$ cat src/rtl/fir_decim_avg_if.sv
// fir_decim_avg_if: sample/result bundle between the FIR stage,
// the decimating averager and the downstream readout logic.
interface fir_decim_avg_if #(
    parameter int WIDTH = 32
) ();
    logic                    i_en;
    logic                    i_trig;
    logic [3:0]              i_dec_log2;
    logic signed [WIDTH-1:0] din;
    logic signed [WIDTH-1:0] dout;
    logic                    o_valid;
    logic                    o_busy;

    modport master (
        output i_en,
        output i_trig,
        output i_dec_log2,
        output din,
        input  dout,
        input  o_valid,
        input  o_busy
    );

    modport slave (
        input  i_en,
        input  i_trig,
        input  i_dec_log2,
        input  din,
        output dout,
        output o_valid,
        output o_busy
    );
endinterface

$ cat src/rtl/fir_decim_avg.sv
// fir_decim_avg: averages 2^k FIR outputs per window and emits one
// round-half-up average with a single-cycle valid strobe.
module fir_decim_avg #(
    parameter int WIDTH    = 32,
    parameter int MAX_LOG2 = 8,
    parameter int ACC_W    = WIDTH + MAX_LOG2,
    parameter int TRIG_DLY = 3
) (
    input logic             clk,
    input logic             rst,
    fir_decim_avg_if.slave  bus
);
    localparam int         CW   = MAX_LOG2 + 1;
    localparam logic [3:0] MAXD = 4'(MAX_LOG2);

    typedef enum logic [0:0] {
        S_IDLE,
        S_ACCUM
    } state_t;

    state_t                  r_state;
    state_t                  w_state_nxt;
    logic signed [ACC_W-1:0] r_acc;
    logic signed [ACC_W-1:0] w_acc_nxt;
    logic [CW-1:0]           r_cnt;
    logic [CW-1:0]           w_cnt_nxt;
    logic [3:0]              r_dec;
    logic [3:0]              w_dec_nxt;
    logic signed [ACC_W-1:0] r_sum;
    logic signed [ACC_W-1:0] w_sum_nxt;
    logic                    r_sum_vld;
    logic                    w_sum_vld_nxt;
    logic [3:0]              r_shift;
    logic [3:0]              w_shift_nxt;
    logic signed [WIDTH-1:0] r_dout;
    logic                    r_valid;

    logic                    w_trig_d;
    logic [3:0]              w_dec_clamp;
    logic signed [ACC_W-1:0] w_din_x;
    logic signed [ACC_W-1:0] w_acc_add;
    logic [CW-1:0]           w_cnt_inc;
    logic [CW-1:0]           w_win;
    logic                    w_last;
    logic signed [ACC_W-1:0] w_round;
    logic signed [ACC_W-1:0] w_sum_rnd;
    logic signed [ACC_W-1:0] w_shr;
    logic signed [WIDTH-1:0] w_avg;

    generate
        if (TRIG_DLY == 0) begin : g_nodly
            assign w_trig_d = bus.i_trig;
        end else begin : g_dly
            logic [TRIG_DLY-1:0] r_trig_sr;

            // Delay the FIR input strobe to line up with its filtered output
            always_ff @(posedge clk) begin
                if (rst) begin
                    r_trig_sr <= '0;
                end else begin
                    r_trig_sr[0] <= bus.i_trig;
                    for (int i = 1; i < TRIG_DLY; i++) begin
                        r_trig_sr[i] <= r_trig_sr[i-1];
                    end
                end
            end

            assign w_trig_d = r_trig_sr[TRIG_DLY-1];
        end
    endgenerate

    assign w_dec_clamp = (bus.i_dec_log2 > MAXD) ? MAXD : bus.i_dec_log2;
    assign w_din_x     = {{(ACC_W-WIDTH){bus.din[WIDTH-1]}}, bus.din};
    assign w_acc_add   = r_acc + w_din_x;
    assign w_cnt_inc   = r_cnt + CW'(1);
    assign w_win       = CW'(1) << r_dec;
    assign w_last      = (w_cnt_inc == w_win);

    // State register plus accumulator/window bookkeeping
    always_ff @(posedge clk) begin
        if (rst) begin
            r_state   <= S_IDLE;
            r_acc     <= '0;
            r_cnt     <= '0;
            r_dec     <= '0;
            r_sum     <= '0;
            r_sum_vld <= 1'b0;
            r_shift   <= '0;
        end else begin
            r_state   <= w_state_nxt;
            r_acc     <= w_acc_nxt;
            r_cnt     <= w_cnt_nxt;
            r_dec     <= w_dec_nxt;
            r_sum     <= w_sum_nxt;
            r_sum_vld <= w_sum_vld_nxt;
            r_shift   <= w_shift_nxt;
        end
    end

    // Next state: accumulate on delayed trigger, close window at 2^dec
    always_comb begin
        w_state_nxt   = r_state;
        w_acc_nxt     = r_acc;
        w_cnt_nxt     = r_cnt;
        w_dec_nxt     = r_dec;
        w_sum_nxt     = r_sum;
        w_sum_vld_nxt = 1'b0;
        w_shift_nxt   = r_shift;
        unique case (r_state)
            S_IDLE: begin
                w_acc_nxt = '0;
                w_cnt_nxt = '0;
                if (bus.i_en) begin
                    w_dec_nxt   = w_dec_clamp;
                    w_state_nxt = S_ACCUM;
                end
            end
            S_ACCUM: begin
                if (w_trig_d) begin
                    if (w_last) begin
                        w_sum_nxt     = w_acc_add;
                        w_sum_vld_nxt = 1'b1;
                        w_shift_nxt   = r_dec;
                        w_acc_nxt     = '0;
                        w_cnt_nxt     = '0;
                        w_dec_nxt     = w_dec_clamp;
                    end else begin
                        w_acc_nxt = w_acc_add;
                        w_cnt_nxt = w_cnt_inc;
                    end
                end
                if (!bus.i_en) begin
                    w_acc_nxt   = '0;
                    w_cnt_nxt   = '0;
                    w_state_nxt = S_IDLE;
                end
            end
            default: begin
                w_state_nxt = S_IDLE;
            end
        endcase
    end

    assign w_round   = (r_shift == 4'd0) ? '0
                     : (ACC_W'(1) << (r_shift - 4'd1));
    assign w_sum_rnd = r_sum + w_round;
    assign w_shr     = w_sum_rnd >>> r_shift;
    assign w_avg     = WIDTH'(w_shr);

    // Output stage: rounded average, held until the next window
    always_ff @(posedge clk) begin
        if (rst) begin
            r_dout  <= '0;
            r_valid <= 1'b0;
        end else begin
            r_valid <= r_sum_vld;
            if (r_sum_vld) begin
                r_dout <= w_avg;
            end
        end
    end

    assign bus.dout    = r_dout;
    assign bus.o_valid = r_valid;
    assign bus.o_busy  = (r_state == S_ACCUM);

endmodule

$ cat src/flat_wrapper.sv
// flat-port wrapper written by rule: the top's interface ports become plain ports
module fir_decim_avg_flat 
#(
    parameter int WIDTH    = 32,
    parameter int MAX_LOG2 = 8,
    parameter int ACC_W    = WIDTH + MAX_LOG2,
    parameter int TRIG_DLY = 3
)
  (clk, rst, bus_i_en, bus_i_trig, bus_i_dec_log2, bus_din, bus_dout, bus_o_valid, bus_o_busy);
  fir_decim_avg_if #(.WIDTH(WIDTH)) bus_i ();
  input logic clk;
  input logic rst;
  input wire logic [$bits(bus_i.i_en)-1:0] bus_i_en;
  input wire logic [$bits(bus_i.i_trig)-1:0] bus_i_trig;
  input wire logic [$bits(bus_i.i_dec_log2)-1:0] bus_i_dec_log2;
  input wire logic [$bits(bus_i.din)-1:0] bus_din;
  output wire logic [$bits(bus_i.dout)-1:0] bus_dout;
  output wire logic [$bits(bus_i.o_valid)-1:0] bus_o_valid;
  output wire logic [$bits(bus_i.o_busy)-1:0] bus_o_busy;
  assign bus_i.i_en = bus_i_en;
  assign bus_i.i_trig = bus_i_trig;
  assign bus_i.i_dec_log2 = bus_i_dec_log2;
  assign bus_i.din = bus_din;
  assign bus_dout = bus_i.dout;
  assign bus_o_valid = bus_i.o_valid;
  assign bus_o_busy = bus_i.o_busy;
  fir_decim_avg #(.WIDTH(WIDTH), .MAX_LOG2(MAX_LOG2), .ACC_W(ACC_W), .TRIG_DLY(TRIG_DLY)) u_core (.clk(clk), .rst(rst), .bus(bus_i));
endmodule
$ cat config.mk
export PLATFORM = sky130hd
export DESIGN_NAME = fir_decim_avg_flat
export DESIGN_NICKNAME = d
export VERILOG_FILES = /design/src/rtl/fir_decim_avg_if.sv /design/src/rtl/fir_decim_avg.sv /design/src/flat_wrapper.sv
export SDC_FILE = /design/constraint.sdc
export NUM_CORES = 1
export LEC_CHECK = 0
export CORE_MARGIN = 2
export CORE_UTILIZATION = 52
export DETAILED_ROUTE_END_ITERATION = 10
export PLACE_DENSITY = 0.82
export SLEW_MARGIN = 10
export SYNTH_ARGS = -nofsm -noshare
export SYNTH_HDL_FRONTEND = slang
export SYNTH_SLANG_ARGS = --single-unit
$ cat constraint.sdc
create_clock -name clk -period 4.39 [get_ports clk]
set_clock_uncertainty 0.1 [all_clocks]
set_input_delay 0.439 -clock clk [delete_from_list [all_inputs] [get_ports clk]]
set_output_delay 0.439 -clock clk [all_outputs]
set_load 0.005 [all_outputs]
==> out/qor.csv <==
metric,value,unit
die area,0.0215,mm²
Nets,1478,
largest net degree at the start of global routing,68,
first-pass GRT wire length,48600,µm
initial antenna violation count,0,
met1 usage,0.391,
Synth Flop Type,dfxtp_1,
critical path class,flip-flop to flip-flop,
R2R Setup Slk,200,ps
Synth cell types,83,
crit path DAT,4410,ps
Final Cycle Share,0.955,
Setup TNS,0,ps
syn nets,1419,
Post-CTS Setup Bufs,0,
Num CTS Buffers,17,
Worst-Skew Late Latency,430,ps
Root Driver,clkbuf_16,
r2r endpoint,u_core.bus.dout[16]$_SDFFE_PP0P_,
pre-CTS setup slack,266,ps
R2R cell count,16,
Initial Utilization,0.526,
Static Leakage,0.00478,µW
grt total ovfl,0,
post-synthesis register bit count,135,
area of the core,0.0201,mm²
GP Congestion,1.01,
Yosys warnings,0,
Tightest Pin Transition,1070,ps
Max Clk Rate,0.239,GHz
clock-pin slew on the worst setup and hold paths,60,ps
"Avg Cell Area, Syn",8.01,µm²
endpoints failing hold,0,
headroom to the max-slew limit,0.283,
post-synth top area share,0.256,
GRT Total Usage,0.274,
hold_sp,u_core.g_dly.r_trig_sr[1]$_SDFF_PP0_,
RSZ-0062 raised after global routing,yes,
# port buffers,73,
CP startpoint kind,flip-flop,
H-tree Lvls,4,
Worst VDD drop,0.271,mV
WHS Endpoint,u_core.g_dly.r_trig_sr[2]$_SDFF_PP0_,
met3 Use GR,0.0341,
crit path time final,4190,ps
power density over the cells,225,mW/mm²
maxcap violations,0,
IO Pins,74,
hpwl dp,22000,µm
WHS,340,ps
layout cell share with drive strength beyond 1,0.0969,
wire length per cell,18.0,µm
"Worst Setup Slack, final",198,ps
GRT busiest layer,met2,
die extent in x,147,µm
Syn Inst Count,1321,
Total Wirelength,30000,µm
CP max FO,11,
CTS tree,yes,
Residual DRC,0,
DR vias,10500,
diodes inserted,0,
clock buffer depth,2,
CP required,4610,ps
1st-pass router iterations,6,
number of global-route vias before repair,9662,
status,completed,
via-per-instance ratio,6.30,
CP Capture Type,flip-flop,
register area share after synthesis,0.256,
leading area contributor after synthesis,dfxtp_1,
number of synthesized flops with an enable pin,0,
Iter 0 DRT Violations,958,
R2R Path Start,u_core.r_shift[1]$_SDFFE_PP0P_,
synth-to-layout area growth,15.7,%
Syn Std Cell Area,0.0106,mm²
Final Setup Violations,0,
CTS sink count,135,
Hold Path Class,flip-flop to flip-flop,
die height,147,µm
Core Rows,52,
Async SR Flop Fraction,0,
met2 Use GR,0.420,
"Slew Viols, Final",0,
Final ANT Viol Nets,0,
Cells on Worst Hold Path,1,
Synth area leaders,"dfxtp_1 (26%), mux2i_1 (7.3%), ha_1 (6.6%), nor2_1 (6.0%), xnor2_1 (4.0%)",
cell usage after synthesis, types with 8 or more instances:
library cell	instances
nor2_1	170
dfxtp_1	135
nand2_1	97
a21oi_1	82
mux2i_1	77
clkbuf_1	59
o21ai_0	57
ha_1	56
xnor2_1	48
nand3_1	39
nor3_1	33
a22oi_1	30
a21o_1	27
xor2_1	26
inv_1	24
a211oi_1	23
a22o_1	18
nand2b_1	18
o211ai_1	18
mux2_2	16
a31oi_1	15
nor2b_1	14
nor3b_1	12
a311oi_1	11
and3_1	11
o21bai_1	11
o221ai_1	11
o21a_1	10
o31ai_1	10
buf_1	9
a221oi_1	8
buf_2	8
cell usage in the layout (no fill, tap or decap), types with 15 or more instances in the layout:
cell	netlist	final
a21oi_1	82	82
nand2_1	97	97
a31oi_1	15	15
nand3_1	39	39
nand2b_1	18	18
mux2i_1	77	76
mux2_2	16	16
inv_1	24	24
o211ai_1	18	18
clkbuf_16	0	17
a22oi_1	30	30
xor2_1	26	26
o21ai_0	57	57
xnor2_1	48	48
a211oi_1	23	22
buf_4	5	48
a22o_1	18	18
nor3_1	33	33
ha_1	56	56
a21o_1	27	27
dfxtp_1	135	134
nor2_1	170	168
clkdlybuf4s50_1	0	72
critical path: stages, from the launching register on:
cell       delay (ps)
dfxtp_1           410
clkinv_2          130
nand2_1           140
nor2_1             60
ha_1              220
fa_1              430
a211oi_1          330
o211a_1           260
o21a_4            190
a31o_4            200
buf_4             190
nor2_1            100
xnor2_1           150
mux4_2            500
mux2i_1           240
nor2_1             80
a2111oi_2         330
registers in the layout, indices dropped and copies added, names as in the netlist, 3 cells and up:
signal,cells
u_core.r_acc,40
u_core.r_dec,4
u_core.r_cnt,9
u_core.bus.dout,32
u_core.r_sum,40
u_core.g_dly.r_trig_sr,3
u_core.r_shift,4
cells by family (layout without fill, tap and decap cells):
logic type / count (synthesis) / count (layout) / synth area share
compound gates: 398 / 398 / 0.267
other cells: 1 / 1 / 0.000355
buf+inv: 108 / 180 / 0.0410
fa+ha+maj: 58 / 58 / 0.0700
mux: 100 / 100 / 0.105
flops: 135 / 135 / 0.256
xor+xnor: 75 / 75 / 0.0628
simple gates: 446 / 446 / 0.199
worst max path at each step:
stage	from	end	slack (ps)	cells past startpoint
after global placement	u_core.r_shift[1]$_SDFFE_PP0P_	u_core.bus.dout[24]$_SDFFE_PP0P_	340	14
after floorplan	u_core.r_shift[0]$_SDFFE_PP0P_	u_core.bus.dout[22]$_SDFFE_PP0P_	20	18
after global routing	u_core.r_shift[0]$_SDFFE_PP0P_	u_core.bus.dout[16]$_SDFFE_PP0P_	-20	15
after CTS	u_core.r_shift[3]$_SDFFE_PP0P_	u_core.bus.dout[16]$_SDFFE_PP0P_	220	16
after detailed placement	u_core.r_shift[1]$_SDFFE_PP0P_	u_core.bus.dout[16]$_SDFFE_PP0P_	270	14
final	u_core.r_shift[1]$_SDFFE_PP0P_	u_core.bus.dout[16]$_SDFFE_PP0P_	200	16
where the power goes:
part	switching, µW	total [µW]	internal [µW]
clock	573	1310	732
sequential	9.96	1240	1230
combinational	117	209	91.5
what timing repair did:
action	CTS	global route
gates resized for setup	0	4
hold buffers	0	0
endpoints found under the setup margin	0	5
metrics by stage:
| stage | instance area [µm²] | util | power (µW) | std cells |
|---|---|---|---|---|
| 6_report | 12200 | 0.609 | 2760 | 1663 |
| 4_1_cts | 12200 | 0.608 | 2760 | 1663 |
| 3_3_place_gp | 11700 | 0.582 | 1470 | 1631 |
| 5_1_grt | 12200 | 0.609 | 2840 | 1663 |
| 2_1_floorplan | 10600 | - | 1390 | 1321 |
| 3_5_place_dp | 11700 | 0.582 | 1470 | 1631 |
final cells by class:
class                      instances  area, µm²
fill                            1698       7860
multi-input combinational       1078       7470
sequential                       135       2700
timing repair buffer             121       1100
clock buffer                      20        447
tap                              270        338
inverter                          27        105
clock inverter                    12       80.1
per-layer routing:
metal / routed length (µm) / vias to the layer above
met5: 0 / -
met4: 939 / 0
met1: 14000 / 4926
met3: 1890 / 68
li1: - / 5043
met2: 13200 / 433
Note: power is estimated with default switching activity, not from simulation.
